==> src/rtl/eco_bist_pkg.sv <==
// Shared types and constants for the ECO BIST controller: FSM states, LFSR taps, MISR polynomials.
package eco_bist_pkg;

  typedef enum logic [1:0] {
    IDLE  = 2'd0,
    RUN   = 2'd1,
    DRAIN = 2'd2,
    DONE  = 2'd3
  } state_t;

  localparam logic [7:0] DEFAULT_SEED = 8'h01;

  // Maximal-length feedback taps for a 2*w-bit left-shifting LFSR (bit i set = l[i] feeds back)
  function automatic logic [15:0] lfsr_taps(input int unsigned w);
    case (w)
      2:       return 16'h000C;
      3:       return 16'h0030;
      4:       return 16'h00B8;
      5:       return 16'h0240;
      6:       return 16'h0829;
      7:       return 16'h2015;
      8:       return 16'hD008;
      default: return 16'h00B8;
    endcase
  endfunction

  // MISR feedback polynomial per signature width
  function automatic logic [31:0] misr_poly(input int unsigned sig_w);
    case (sig_w)
      8:       return 32'h0000_001D;
      16:      return 32'h0000_100B;
      32:      return 32'h04C1_1DB7;
      default: return 32'h0000_100B;
    endcase
  endfunction

endpackage

==> src/rtl/eco_bist_misr.sv <==
// Multiple-input signature register compacting the response word d into sig.
module eco_bist_misr
  import eco_bist_pkg::*;
#(
  parameter int unsigned SIG_W = 16,
  parameter int unsigned W     = 4
) (
  input  logic             clk,
  input  logic             rst,
  input  logic             clr,
  input  logic             en,
  input  logic [W-1:0]     d,
  output logic [SIG_W-1:0] sig
);

  localparam logic [SIG_W-1:0] POLY = SIG_W'(misr_poly(SIG_W));

  logic [SIG_W-1:0] sig_nxt;

  // Shift, fold the MSB back through the polynomial, absorb the response
  always_comb begin
    sig_nxt = {sig[SIG_W-2:0], 1'b0} ^ SIG_W'(d);
    if (sig[SIG_W-1]) begin
      sig_nxt = sig_nxt ^ POLY;
    end
  end

  // Signature register; clear wins over absorb
  always_ff @(posedge clk or posedge rst) begin
    if (rst) begin
      sig <= '0;
    end else if (clr) begin
      sig <= '0;
    end else if (en) begin
      sig <= sig_nxt;
    end
  end

endmodule

==> src/rtl/eco_bist_ctrl.sv <==
// LFSR stimulus, MISR compaction and golden compare for small netlist equivalence runs.
// Optional debug stepping and live counters are enabled by defining ECO_BIST_DIAG_EN.
module eco_bist_ctrl
  import eco_bist_pkg::*;
#(
  parameter int unsigned W       = 4,
  parameter int unsigned NPAT    = 256,
  parameter int unsigned DUT_LAT = 0,
  parameter logic [15:0] SEED    = 16'(DEFAULT_SEED),
  parameter int unsigned SIG_W   = 16
) (
  input  logic             clk,
  input  logic             rst,
  input  logic             start,
  input  logic [SIG_W-1:0] golden_i,
  input  logic [W-1:0]     y_i,
`ifdef ECO_BIST_DIAG_EN
  input  logic             step_mode,
  input  logic             step,
  output logic [15:0]      diag_cnt,
  output logic [SIG_W-1:0] diag_sig,
`endif
  output logic [W-1:0]     a_o,
  output logic [W-1:0]     b_o,
  output logic             busy,
  output logic             done,
  output logic             pass,
  output logic [SIG_W-1:0] signature
);

  localparam int unsigned LW         = 2 * W;
  localparam int unsigned CW         = 16;
  localparam int unsigned VW         = (DUT_LAT == 0) ? 1 : DUT_LAT;
  localparam logic [LW-1:0] TAPS     = LW'(lfsr_taps(W));
  localparam logic [LW-1:0] SEED_L   = LW'(SEED);
  localparam logic [CW-1:0] LAST_PAT = CW'(NPAT - 1);
  localparam logic [1:0] DRAIN_LAST  = (DUT_LAT == 0) ? 2'd0 : 2'(DUT_LAT - 1);

  state_t           state, state_nxt;
  logic [LW-1:0]    lfsr, lfsr_nxt, ab_q;
  logic [CW-1:0]    cnt;
  logic [1:0]       drain_cnt;
  logic [VW-1:0]    vpipe;
  logic [SIG_W-1:0] misr_sig;
  logic             adv, last_pat, last_drain;
  logic             load, step_pat, issue, misr_en;

`ifdef ECO_BIST_DIAG_EN
  assign adv      = !step_mode || step;
  assign diag_cnt = cnt;
  assign diag_sig = misr_sig;
`else
  assign adv = 1'b1;
`endif

  assign lfsr_nxt   = {lfsr[LW-2:0], ^(lfsr & TAPS)};
  assign last_pat   = (cnt == LAST_PAT);
  assign last_drain = (drain_cnt == DRAIN_LAST);
  assign misr_en    = (DUT_LAT == 0) ? issue : vpipe[VW-1];
  assign a_o        = ab_q[LW-1:W];
  assign b_o        = ab_q[W-1:0];

  // State register
  always_ff @(posedge clk or posedge rst) begin
    if (rst) begin
      state <= IDLE;
    end else begin
      state <= state_nxt;
    end
  end

  // Next state plus per-cycle load/advance/issue strobes
  always_comb begin
    state_nxt = state;
    load      = 1'b0;
    step_pat  = 1'b0;
    issue     = 1'b0;
    case (state)
      IDLE: begin
        if (start) begin
          state_nxt = RUN;
          load      = 1'b1;
        end
      end
      RUN: begin
        if (adv) begin
          issue = 1'b1;
          if (last_pat) begin
            state_nxt = (DUT_LAT == 0) ? DONE : DRAIN;
          end else begin
            step_pat = 1'b1;
          end
        end
      end
      DRAIN: begin
        if (adv && last_drain) begin
          state_nxt = DONE;
        end
      end
      DONE: begin
        state_nxt = IDLE;
      end
      default: begin
        state_nxt = IDLE;
      end
    endcase
  end

  // Pattern generator, counters, valid pipe and registered status outputs
  always_ff @(posedge clk or posedge rst) begin
    if (rst) begin
      lfsr      <= '0;
      ab_q      <= '0;
      cnt       <= '0;
      drain_cnt <= '0;
      vpipe     <= '0;
      busy      <= 1'b0;
      done      <= 1'b0;
      pass      <= 1'b0;
      signature <= '0;
    end else begin
      busy  <= (state_nxt == RUN) || (state_nxt == DRAIN);
      done  <= (state == DONE);
      vpipe <= VW'({vpipe, issue});
      if (load) begin
        lfsr <= SEED_L;
        ab_q <= SEED_L;
        cnt  <= '0;
        pass <= 1'b0;
      end else if (step_pat) begin
        lfsr <= lfsr_nxt;
        ab_q <= lfsr_nxt;
        cnt  <= cnt + CW'(1);
      end
      if ((state != DONE) && (state_nxt == DONE)) begin
        ab_q <= '0;
      end
      if (state != DRAIN) begin
        drain_cnt <= '0;
      end else if (adv) begin
        drain_cnt <= drain_cnt + 2'd1;
      end
      if (state == DONE) begin
        signature <= misr_sig;
        pass      <= (misr_sig == golden_i);
      end
    end
  end

  eco_bist_misr #(
    .SIG_W(SIG_W),
    .W    (W)
  ) u_misr (
    .clk(clk),
    .rst(rst),
    .clr(load),
    .en (misr_en),
    .d  (y_i),
    .sig(misr_sig)
  );

endmodule

==> config.mk <==
export PLATFORM = sky130hd
export DESIGN_NAME = eco_bist_ctrl
export DESIGN_NICKNAME = d
export VERILOG_FILES = /design/src/rtl/eco_bist_pkg.sv /design/src/rtl/eco_bist_misr.sv /design/src/rtl/eco_bist_ctrl.sv
export SDC_FILE = /design/constraint.sdc
export NUM_CORES = 1
export LEC_CHECK = 0
export CORE_MARGIN = 1.5
export CORE_UTILIZATION = 48
export CTS_BUF_LIST = sky130_fd_sc_hd__clkbuf_16
export DETAILED_ROUTE_END_ITERATION = 6
export PLACE_DENSITY = 0.75
export SLEW_MARGIN = 0
export SYNTH_ARGS = -nofsm -noshare
export SYNTH_HDL_FRONTEND = slang
export SYNTH_SLANG_ARGS = --single-unit
==> constraint.sdc <==
create_clock -name clk -period 2.15 [get_ports clk]
set_input_delay 0.43 -clock clk [delete_from_list [all_inputs] [get_ports clk]]
set_output_delay 0.43 -clock clk [all_outputs]
set_load 0.005 [all_outputs]
-- Word-level counts from Yosys, hierarchy flattened
Cells that the tools add are included.
- $add $sub $neg: 2
- equality and inequality tests: 10
- mux-type cells: 20
- reductions and logical operators: 9
- bitwise gates (word level): 2
- operators with widths (kind ; number):
    two-way mux 16 bit ; 4
    two-way mux 8 bit ; 3
    adder 16 x 1 -> 16 bit (second input constant) ; 1
    == test 16 bit ; 1
    == test 16 x 8 -> 1 bit (second input constant) ; 1
    bitwise XOR 16 x 4 -> 16 bit ; 1
    two-way mux 13 bit ; 1
    == test 2 bit (second input constant) ; 4
    two-way mux 2 bit ; 4
    case mux 2 bit (4 select lines) ; 1
    XOR reduction 8 bit ; 1
    two-way mux 1 bit ; 7
    nonzero test 2 bit ; 3
    == test 2 x 1 -> 1 bit (second input constant) ; 2
    zero test 2 bit ; 2
    != test 2 bit (second input constant) ; 2
    NOT 4 bit ; 1
    nonzero test 3 bit ; 1
    adder 2 x 1 -> 2 bit (second input constant) ; 1
    logical AND 1 bit ; 1
    logical OR 1 bit ; 1
- word-level logic and storage cells: 53
- register bits: 71
- input port bits: 23
- output and inout bits: 27

-- Longest topological paths before layout
Gate-level depths: netlist (run 1).
- word-level depth: 6
- mapped depth: 10
- gate-level depth less buffers: 10

-- Hierarchy
Synthesis (run 1) repeated with hierarchy kept, for this count alone.
- cells, all modules: 313
- area, all modules: 3384.5 µm²
- by module, submodules not included (module ; times used ; area an instance (µm²) ; cells an instance ; seq. area each (µm²)):
    eco_bist_ctrl ; 1 ; 2651.3 ; 254 ; 1376.3
    eco_bist_misr ; 1 ; 733.2 ; 59 ; 400.4

-- Worst setup path before layout (run 1)
No wires, ideal clock.
- kind: reg-to-reg
- start: register cnt[0]
- end: register ab_q[1]
- setup slack: -0.193 ns
- setup time: 0.119 ns
- stages on the path, launching flop included: 10
- clock period less this slack: 2.343 ns
- arrival: 2.224 ns
- required time: 2.031 ns
- path buffers: 0
- cells stage by stage: dfrtp_1 > ha_1 > nand3_2 > or2_2 > or3_1 > o21ai_0 > ha_1 > a21oi_1 > nand3_1 > nand2_1
- longest elaborated chain between the ends: 6
- elaborated cells on any way between the ends: 9
- classes of those cells: 2 x eq/ne; 5 x mux; 2 x reduce/logical
- RTL lines (what ; line ; source):
    start: declaration ; eco_bist_ctrl.sv:41 ; logic [CW-1:0] cnt;
    start signal: assignment ; eco_bist_ctrl.sv:133 ; cnt <= cnt + CW'(1);
    == test 16 x 8 -> 1 bit (*) ; eco_bist_ctrl.sv:57 ; assign last_pat = (cnt == LAST_PAT);
    two-way mux 2 bit (*) ; eco_bist_ctrl.sv:88 ; if (last_pat) begin
    case mux 2 bit (4 select lines) (*) ; eco_bist_ctrl.sv:78 ; case (state)
    via state_nxt[1] ; eco_bist_ctrl.sv:39 ; state_t state, state_nxt;
    == test 2 bit (*) ; eco_bist_ctrl.sv:135 ; if ((state != DONE) && (state_nxt == DONE)) begin
    logical AND 1 bit (*) ; eco_bist_ctrl.sv:135 ;
    nonzero test 3 bit (no line) or two-way mux 8 bit (tied branches) ; n/a ;
    end signal: assignment ; eco_bist_ctrl.sv:132 ; ab_q <= lfsr_nxt;
    end: declaration ; eco_bist_ctrl.sv:40 ; logic [LW-1:0] lfsr, lfsr_nxt, ab_q;
The timed path passes the listed nets; every way through them passes the cells marked *.
A chain may end at the register's enable or synchronous reset.

-- Final worst setup path (run 1)
- start: register cnt[8]
- end: register ab_q[0]
Same word-level chain as after synthesis.

==> results.md, run 1 <==
* Largest net degree at the start of global routing at 26
* DRT antenna net count at 0
* Tightest Pin Transition at 413.4 ps
* Core box area at 6459 sq um
* Post-synthesis cell count at 297
* Yosys warnings at 0
* Critical path type: reg -> reg
* Max-Cap Viols at 0
* Clock Skews at 4.766 ps
* Initial antenna violation count at 0
* Final hold violations at 0
* Initial Utilization at 0.5029
* Via count at 2585
* Final TNS setup at -72.46 ps
* Leakage at 2.011 nW
* DR WL/cell at 16.88 um
* Mapped Nets at 323
* CP endpoint kind: flop
* Maximum vdd drop at 0.6764 mV
* Worst slack at placement at -75.00 ps
* Crit path cell chain: or4_4 > or3_4 > o21ai_4 > ha_4 > nor2_4 > a21oi_2 > a21oi_1 > o311a_1
* TritonCTS Sinks at 71
* Outcome: complete, but fails checks
* RSZ-0062 raised after global routing: yes
* Tot GR Track Use at 0.2263
* Die ar. at 7269 sq um
* Hold/Removal Path Class: in -> async
* First-pass GRT wire length at 12.79 mm
* Layout cells sized above 1 at 0.2208
* Top_reg_cell synth: dfrtp_1
* Nets at 406
* CTS Buf Count at 9
* Final Instance Area at 4481 sq um
* Routability Congestion at 0.8103
* Share of the synthesized area in the top cell type at 0.5470
* Count of input and output buffers at 49
* Remaining DRCs at 4
* CTS tree: built
* Synth Register Bits at 71
* Multi-input logic area at 1465 sq um
* Setup ws final at -38.92 ps
* DP HPWL at 5.233 mm
* Final worst path period need at 2189 ps
* # H-tree levels at 3
* Critical path launch point: cnt[8]
* CTS max path bufs at 2
* Hold_buf cts at 0
* Die width at 85.26 um
* RR Startpoint: cnt[8]
* Row Count at 29
* Failing checks: design-rule violations, negative setup slack
* Post-synth EDFFs at 0
* Period utilisation layout at 1.018
* Max Slew Vio Count at 0
* Power Density at 1094 nW/um^2
* Worst EP required at 2350 ps
* Mapped Area at 3248 sq um
* CP arrival at 2390 ps
* Drt first pass iters at 6
* Crit-path max FO at 4
* Final Util at 0.6937
* Worst setup SP type: flop
* Post-DP Area at 4068 sq um
* CP max stage delay at 540 ps
* Total wire length at 7.797 mm
* WHS at 435.5 ps
* Mean Syn Cell Area at 10.94 sq um
* Fillers at 482
* 1st-iter DRT viols at 102
* N_diodes at 0
* F_max at 456.8 MHz
* Register area at 1777 sq um
* Area growth syn-to-layout at 37.94%
* Worst path slowest cell: or4_4
* Vias per cell at 5.595
* Final setup viols at 4
* Register area share after synthesis at 0.5470
* GR Overflow Total at 0
* CTS Root Buffer Type: clkbuf_16
* Clock Latency Late Sink at 330 ps
* Die Y at 85.26 um
* I/O pins at 50
* Number of global-route vias before repair at 2621
* Ys async rst share at 1.000
* Clock transition at path regs at 60 ps
* Unique cell type count in the Yosys netlist at 44
* Worst rel slew slack at 0.7244
* Synth top area cells: dfrtp_1 55%, mux2_2 5.9%, xor2_1 4.9%, nand2_1 4.7%, nand3_1 3.7%
* Leading area contributor after synthesis: dfrtp_1
layout make-up:
class	count	area share
clock inverters	7	0.01424
flip-flops and latches	71	0.3965
repair buffers	85	0.1829
well taps	77	0.02150
clock buffers	9	0.05027
multi-input cells	205	0.3270
inverters	8	0.007540
Yosys cell counts, types with 2 or more instances:
cell / instances
a21oi_1: 8
a22o_1: 7
buf_2: 2
clkbuf_1: 10
dfrtp_1: 71
ha_1: 3
inv_1: 8
mux2_2: 17
mux2i_1: 2
nand2_1: 41
nand3_1: 24
nand4_1: 3
nor2_1: 9
nor3_1: 2
nor4_1: 6
o21ai_0: 19
o31ai_1: 4
or3_1: 4
or4_1: 3
xnor2_1: 13
xor2_1: 18
cell families after synthesis:
group	count (synthesis)	synth area share
XOR/XNOR	31	0.08359
adder cells (fa/ha/maj)	3	0.01156
buffers and inverters	21	0.02735
AND/OR/NAND/NOR	104	0.1614
AO/OA/AOI/OAI	48	0.1040
flip-flops	71	0.5470
multiplexers	19	0.06510
path summary, 6_finish.rpt:
check / endpoint / slack [ps] / cells past startpoint
setup / recovery: ab_q[0] / -40 / 8
hold / removal: signature[3] / 440 / 2
setup reg to reg: ab_q[0] / -40 / 8
hold reg to reg: drain_cnt[0] / 440 / 1
max in group asynchronous: state[1] / 1190 / 3
min in group clk: drain_cnt[0] / 440 / 1
stage by stage:
step | power, mW | instances
floorplan | 2.870 | 297
global placement | 3.374 | 438
detailed placement | 3.451 | 438
CTS | 4.909 | 456
global route | 5.199 | 462
finish | 4.901 | 462
worst max-delay path, delay by kind of cell (launching register included):
kind                       cells  cell delay (ps)
AOI/OAI and AO/OA              4              490
and+or+nand+nor                3              990
DFF                            1              370
adders and majority gates      1              210
power by group:
part / switching (mW) / total (mW) / internal [mW] / leakage [nW]
clock: 0.544 / 1.43 / 0.888 / 0.144
sequential: 0.462 / 2.19 / 1.73 / 0.874
combinational: 0.552 / 1.28 / 0.726 / 0.992
total: 1.56 / 4.90 / 3.34 / 2.01
sequential cells by signal, summed over array words and instances (netlist names):
| name | flops |
|---|---|
| lfsr | 8 |
| cnt | 16 |
| ab_q | 8 |
| u_misr.sig | 16 |
| done | 1 |
| drain_cnt | 2 |
| busy | 1 |
| pass | 1 |
| state | 2 |
| signature | 16 |
repair_timing:
action	in CTS	in global routing
cloned	0	1
gates resized for setup	5	5
pin swaps	5	10
setup endpoints to repair	5	15
buffers inserted	2	5
cells in the final DEF (no fill, tap or decap), types with 3 or more instances in the layout:
cell type / Yosys / routed
nor4_1: 6 / 6
or3_1: 4 / 3
nand3_1: 24 / 24
mux2_2: 17 / 17
dfrtp_1: 71 / 71
nor2_1: 9 / 8
clkdlybuf4s50_1: 0 / 49
inv_1: 8 / 8
xnor2_1: 13 / 13
o31ai_1: 4 / 4
xor2_1: 18 / 18
nand2_1: 41 / 40
a22o_1: 7 / 7
nand4_1: 3 / 3
clkbuf_16: 0 / 10
buf_4: 0 / 31
o21ai_0: 19 / 18
buf_12: 0 / 3
a21oi_1: 8 / 6
per-layer routing:
metal / wire, um / vias up / global-route usage
met4: 135 / 0 / 0.07771
li1: - / 1217 / -
met5: 0 / - / 0
met1: 3503 / 1292 / 0.3119
met3: 317 / 11 / 0.05156
met2: 3841 / 65 / 0.3564
Note: power is estimated with default switching activity, not from simulation.
==> run 2: changes to the inputs <==
--- a/config.mk
+++ b/config.mk
@@ -5,11 +5,11 @@
 export SDC_FILE = /design/constraint.sdc
 export NUM_CORES = 1
 export LEC_CHECK = 0
-export CORE_MARGIN = 1.5
-export CORE_UTILIZATION = 48
+export ABC_AREA = 1
+export CORE_UTILIZATION = 49
 export CTS_BUF_LIST = sky130_fd_sc_hd__clkbuf_16
 export DETAILED_ROUTE_END_ITERATION = 6
-export PLACE_DENSITY = 0.75
+export PLACE_DENSITY = 0.76
 export SLEW_MARGIN = 0
 export SYNTH_ARGS = -nofsm -noshare
 export SYNTH_HDL_FRONTEND = slang
==> run 2 against run 1 <==
Against the previous run:
- the run now ends clean
- total power is 3.7% higher
- clock-buffer cell count stayed put
- fmax is 12% higher
- first-iteration DRC count is 120% higher
- core utilization is 5.7 points lower
- die area is 0.69% higher
- global-route usage is 0.97 points higher
- sequential power is 4% lower
- cell count is 18% higher
- via count is 11% higher
- sequential share of layout area is 1.7 points higher
- critical path type unchanged
- critical endpoint is now ab_q[4]
- largest cell class unchanged
==> results.md, run 2 <==
* Period utilisation layout at 0.9130 (-0.1051)
* Remaining DRCs at 0 (-4)
* Tot GR Track Use at 0.2360 (+0.009714)
* CTS Root Buffer Type: clkbuf_16
* Area growth syn-to-layout at 25.71%
* Post-Synth XOR/XNOR Area at 0.04865 (-0.03494)
* First-pass GRT wire length at 13.33 mm (+4.2%)
* I/O pins at 50 (unchanged)
* Worst EP required at 2370 ps (+20 ps)
* Post-synthesis adder-cell area fraction at 0.01097 (-0.0005833)
* Synth Register Bits at 71 (unchanged)
* Layout cells sized above 1 at 0.07343 (-0.1473)
* Share of the synthesized area in the top cell type at 0.5194 (-0.02761)
* CTS max path bufs at 2 (unchanged)
* Wire length on met2 at 3.607 mm (-6.1%)
* Top Metal Used: met4
* Hold/Removal Path Class: reg -> reg
* Synth cell count leaders: 113 x nand2_1, 71 x dfrtp_1, 42 x inv_1, 35 x nor2_1, 30 x nand4_1
* Nets at 484 (+19%)
* Register area share after synthesis at 0.5194 (-0.02761)
* Ys async rst share at 1.000 (unchanged)
* Worst path slowest cell: dfrtp_1
* Number of global-route vias before repair at 2733 (+4.3%)
* Crit-path max FO at 16 (+12)
* Commonest non-fill, non-tap cell in the layout: nand2_1
* Post-synthesis cell count at 404 (+36%)
* Die ar. at 7320 sq um (+0.69%)
* Post-synth EDFFs at 0 (unchanged)
* Compound-Gate Fraction of Synth Area at 0.09620 (-0.007810)
* Final Instance Area at 4300 sq um (-4.0%)
* M1 WL at 3.523 mm (+0.57%)
* Die Y at 85.56 um (+0.35%)
* Yosys warnings at 0 (unchanged)
* Dpl cells at 527 (+20%)
* Max-Cap Viols at 0 (unchanged)
* Simple logic cell fraction of the synthesized area at 0.2520 (+0.09061)
* Final Util at 0.6365 (-0.05724)
* CTS Buf Count at 9 (unchanged)
* Mapped Nets at 430 (+33%)
* Clock Skews at 3.967 ps (-0.7988 ps)
* Top_reg_cell synth: dfrtp_1
* Most frequent cell after synthesis: nand2_1
* Final cell count without fillers at 543 (+18%)
* Post-CTS Setup Repair Bufs at 0 (-2)
* Count of input and output buffers at 49 (unchanged)
* HP Start: drain_cnt[0]
* Internal reg-to-reg setup slack at 190 ps (+230 ps)
* Unique cell type count in the Yosys netlist at 26 (-41%)
* Power Density at 1182 nW/um^2 (+8.1%)
* Final hold violations at 0 (unchanged)
* Core box area at 6756 sq um (+4.6%)
* Main combinational cell family by area after synthesis: simple AND/OR/NAND/NOR gates
* Critical path type: reg -> reg
* Largest net degree at the start of global routing at 72 (+180%)
* Worst slack at placement at -3.033 ps (+71.97 ps)
* # H-tree levels at 3 (unchanged)
* Mapped Area at 3421 sq um (+5.3%)
* F_max at 509.4 MHz (+12%)
* Power, Total at 5.084 mW (+3.7%)
* Tightest Pin Transition at 477.2 ps (+63.85 ps)
* Drt first pass iters at 4 (-2)
* Wire length on met3 at 329 um (+3.8%)
* CTS tree: built
* DR WL/cell at 13.97 um (-17%)
* RSZ-0062 raised after global routing: no
* TritonCTS Sinks at 71 (unchanged)
* Clock transition at path regs at 60 ps (about the same)
* Mean Syn Cell Area at 8.467 sq um (-23%)
* CP endpoint kind: flop
* Maximum vdd drop at 0.7018 mV (+3.8%)
* N_diodes at 0 (unchanged)
* CP max stage delay at 420 ps (-120 ps)
* Via count at 2867 (+11%)
* Setup ws final at 187.0 ps (+225.9 ps)
* GR Overflow Total at 0 (unchanged)
* Max Slew Vio Count at 0 (unchanged)
* Leading area contributor after synthesis: dfrtp_1
* Total wire length at 7.587 mm (-2.7%)
* Worst setup SP type: flop
* Largest registers: cnt x16, signature x16, u_misr.sig x16
* Final setup viols at 0 (-4)
* Critical path launch point: cnt[0]
* Outcome: finished, final reports clean
* Initial antenna violation count at 0 (unchanged)
* Routability Congestion at 0.8088 (-0.19%)
* Clock Latency Late Sink at 330 ps (about the same)
* Crit path cell chain: ha_1 > nand3_2 > nor2_4 > nand2_2 > o21ai_1 > ha_1 > nand2_2 > nand4_1 > nand2_1
* Vias per cell at 5.280 (-5.6%)
* Mux cell area share after synthesis at 0 (-0.06510)
* Leakage at 2.021 nW (+0.54%)
* Final worst path period need at 1963 ps (-225.9 ps)
* DP HPWL at 5.061 mm (-3.3%)
* WHS at 423.4 ps (-12.10 ps)
* Row Count at 30 (+3.4%)
* Die width at 85.56 um (+0.35%)
* 1st-iter DRT viols at 223 (+120%)
* Initial Utilization at 0.5063 (+0.003390)
* Post-DP Area at 4009 sq um (-1.4%)
* DRT antenna net count at 0 (unchanged)
* CP arrival at 2180 ps (-210 ps)
* Most frequent cells in the layout: 112 x nand2_1, 71 x dfrtp_1, 49 x clkdlybuf4s50_1
* Worst rel slew slack at 0.6811 (-0.04333)
* Final TNS setup at 0 ps (+72.46 ps)
* Synth top area cells: dfrtp_1 52%, nand2_1 12%, nand4_1 5.5%, inv_1 4.6%, o22ai_1 4.2%
* RR Startpoint: cnt[0]
==> run 2: changes by cell type after synthesis, sizes merged, moves of 7 or more <==
cell	change
nand4	+26
nand2	+75
a22o	-7
o22ai	+22
xor2	-10
nand3	-14
nor2	+27
inv	+35
mux2	-17
==> run 2: repair_timing <==
action | CTS | global route
pin swaps | 0 | 0
hold buffers | 0 | 0
gates resized for setup | 1 | 1
endpoints found under the setup margin | 1 | 8
==> run 2: per-layer routing <==
layer / track usage / vias to the layer above
met5: 0 / -
met4: 0.09091 / 0
met3: 0.03754 / 10
met2: 0.3804 / 73
met1: 0.3239 / 1346
li1: - / 1438
==> run 2: path summary, 6_finish.rpt <==
path / endpoint / depth (start not counted)
max: ab_q[4] / 9
min: drain_cnt[0] / 1
max reg2reg: ab_q[4] / 9
min reg2reg: drain_cnt[0] / 1
max in group asynchronous: cnt[12] / 3
min in group asynchronous: signature[13] / 3
==> run 2: area by class of cell <==
class,count,area [sq um]
Clock inverter,7,63.81
Sequential cell,71,1777
Fill cell,581,2456
Multi-Input combinational cell,275,1398
Clock buffer,9,225.2
Inverter,44,173.9
Tap cell,80,100.1
Timing Repair Buffer,57,563.0
==> run 2: kinds of logic (layout without fill, tap and decap cells) <==
kind of cell	count (synthesis)	count (layout)
DFF	71	71
and+or+nand+nor	196	196
buffers and inverters	58	117
xor gates and xnor gates	19	19
adders and majority gates	3	3
AOI/OAI and AO/OA	57	57
==> run 2: worst max-delay path: cells and delay by family (launching register included) <==
family / cells / cell delay (ps)
adders and majority gates: 2 / 430
DFF: 1 / 420
and+or+nand+nor: 6 / 820
AOI/OAI and AO/OA: 1 / 170
==> run 2: power breakdown <==
part           total (mW)  internal, mW  switching, mW
registers            2.11          1.76          0.350
logic                1.52         0.746          0.777
clock network        1.45         0.887          0.561
==> run 3: changes to the inputs <==
--- a/config.mk
+++ b/config.mk
@@ -6,6 +6,7 @@
 export NUM_CORES = 1
 export LEC_CHECK = 0
 export ABC_AREA = 1
+export CORE_MARGIN = 1
 export CORE_UTILIZATION = 49
 export CTS_BUF_LIST = sky130_fd_sc_hd__clkbuf_16
 export DETAILED_ROUTE_END_ITERATION = 6
==> results of run 3 <==
Same layout as run 2: the final DEF is identical, and so are final timing and power.
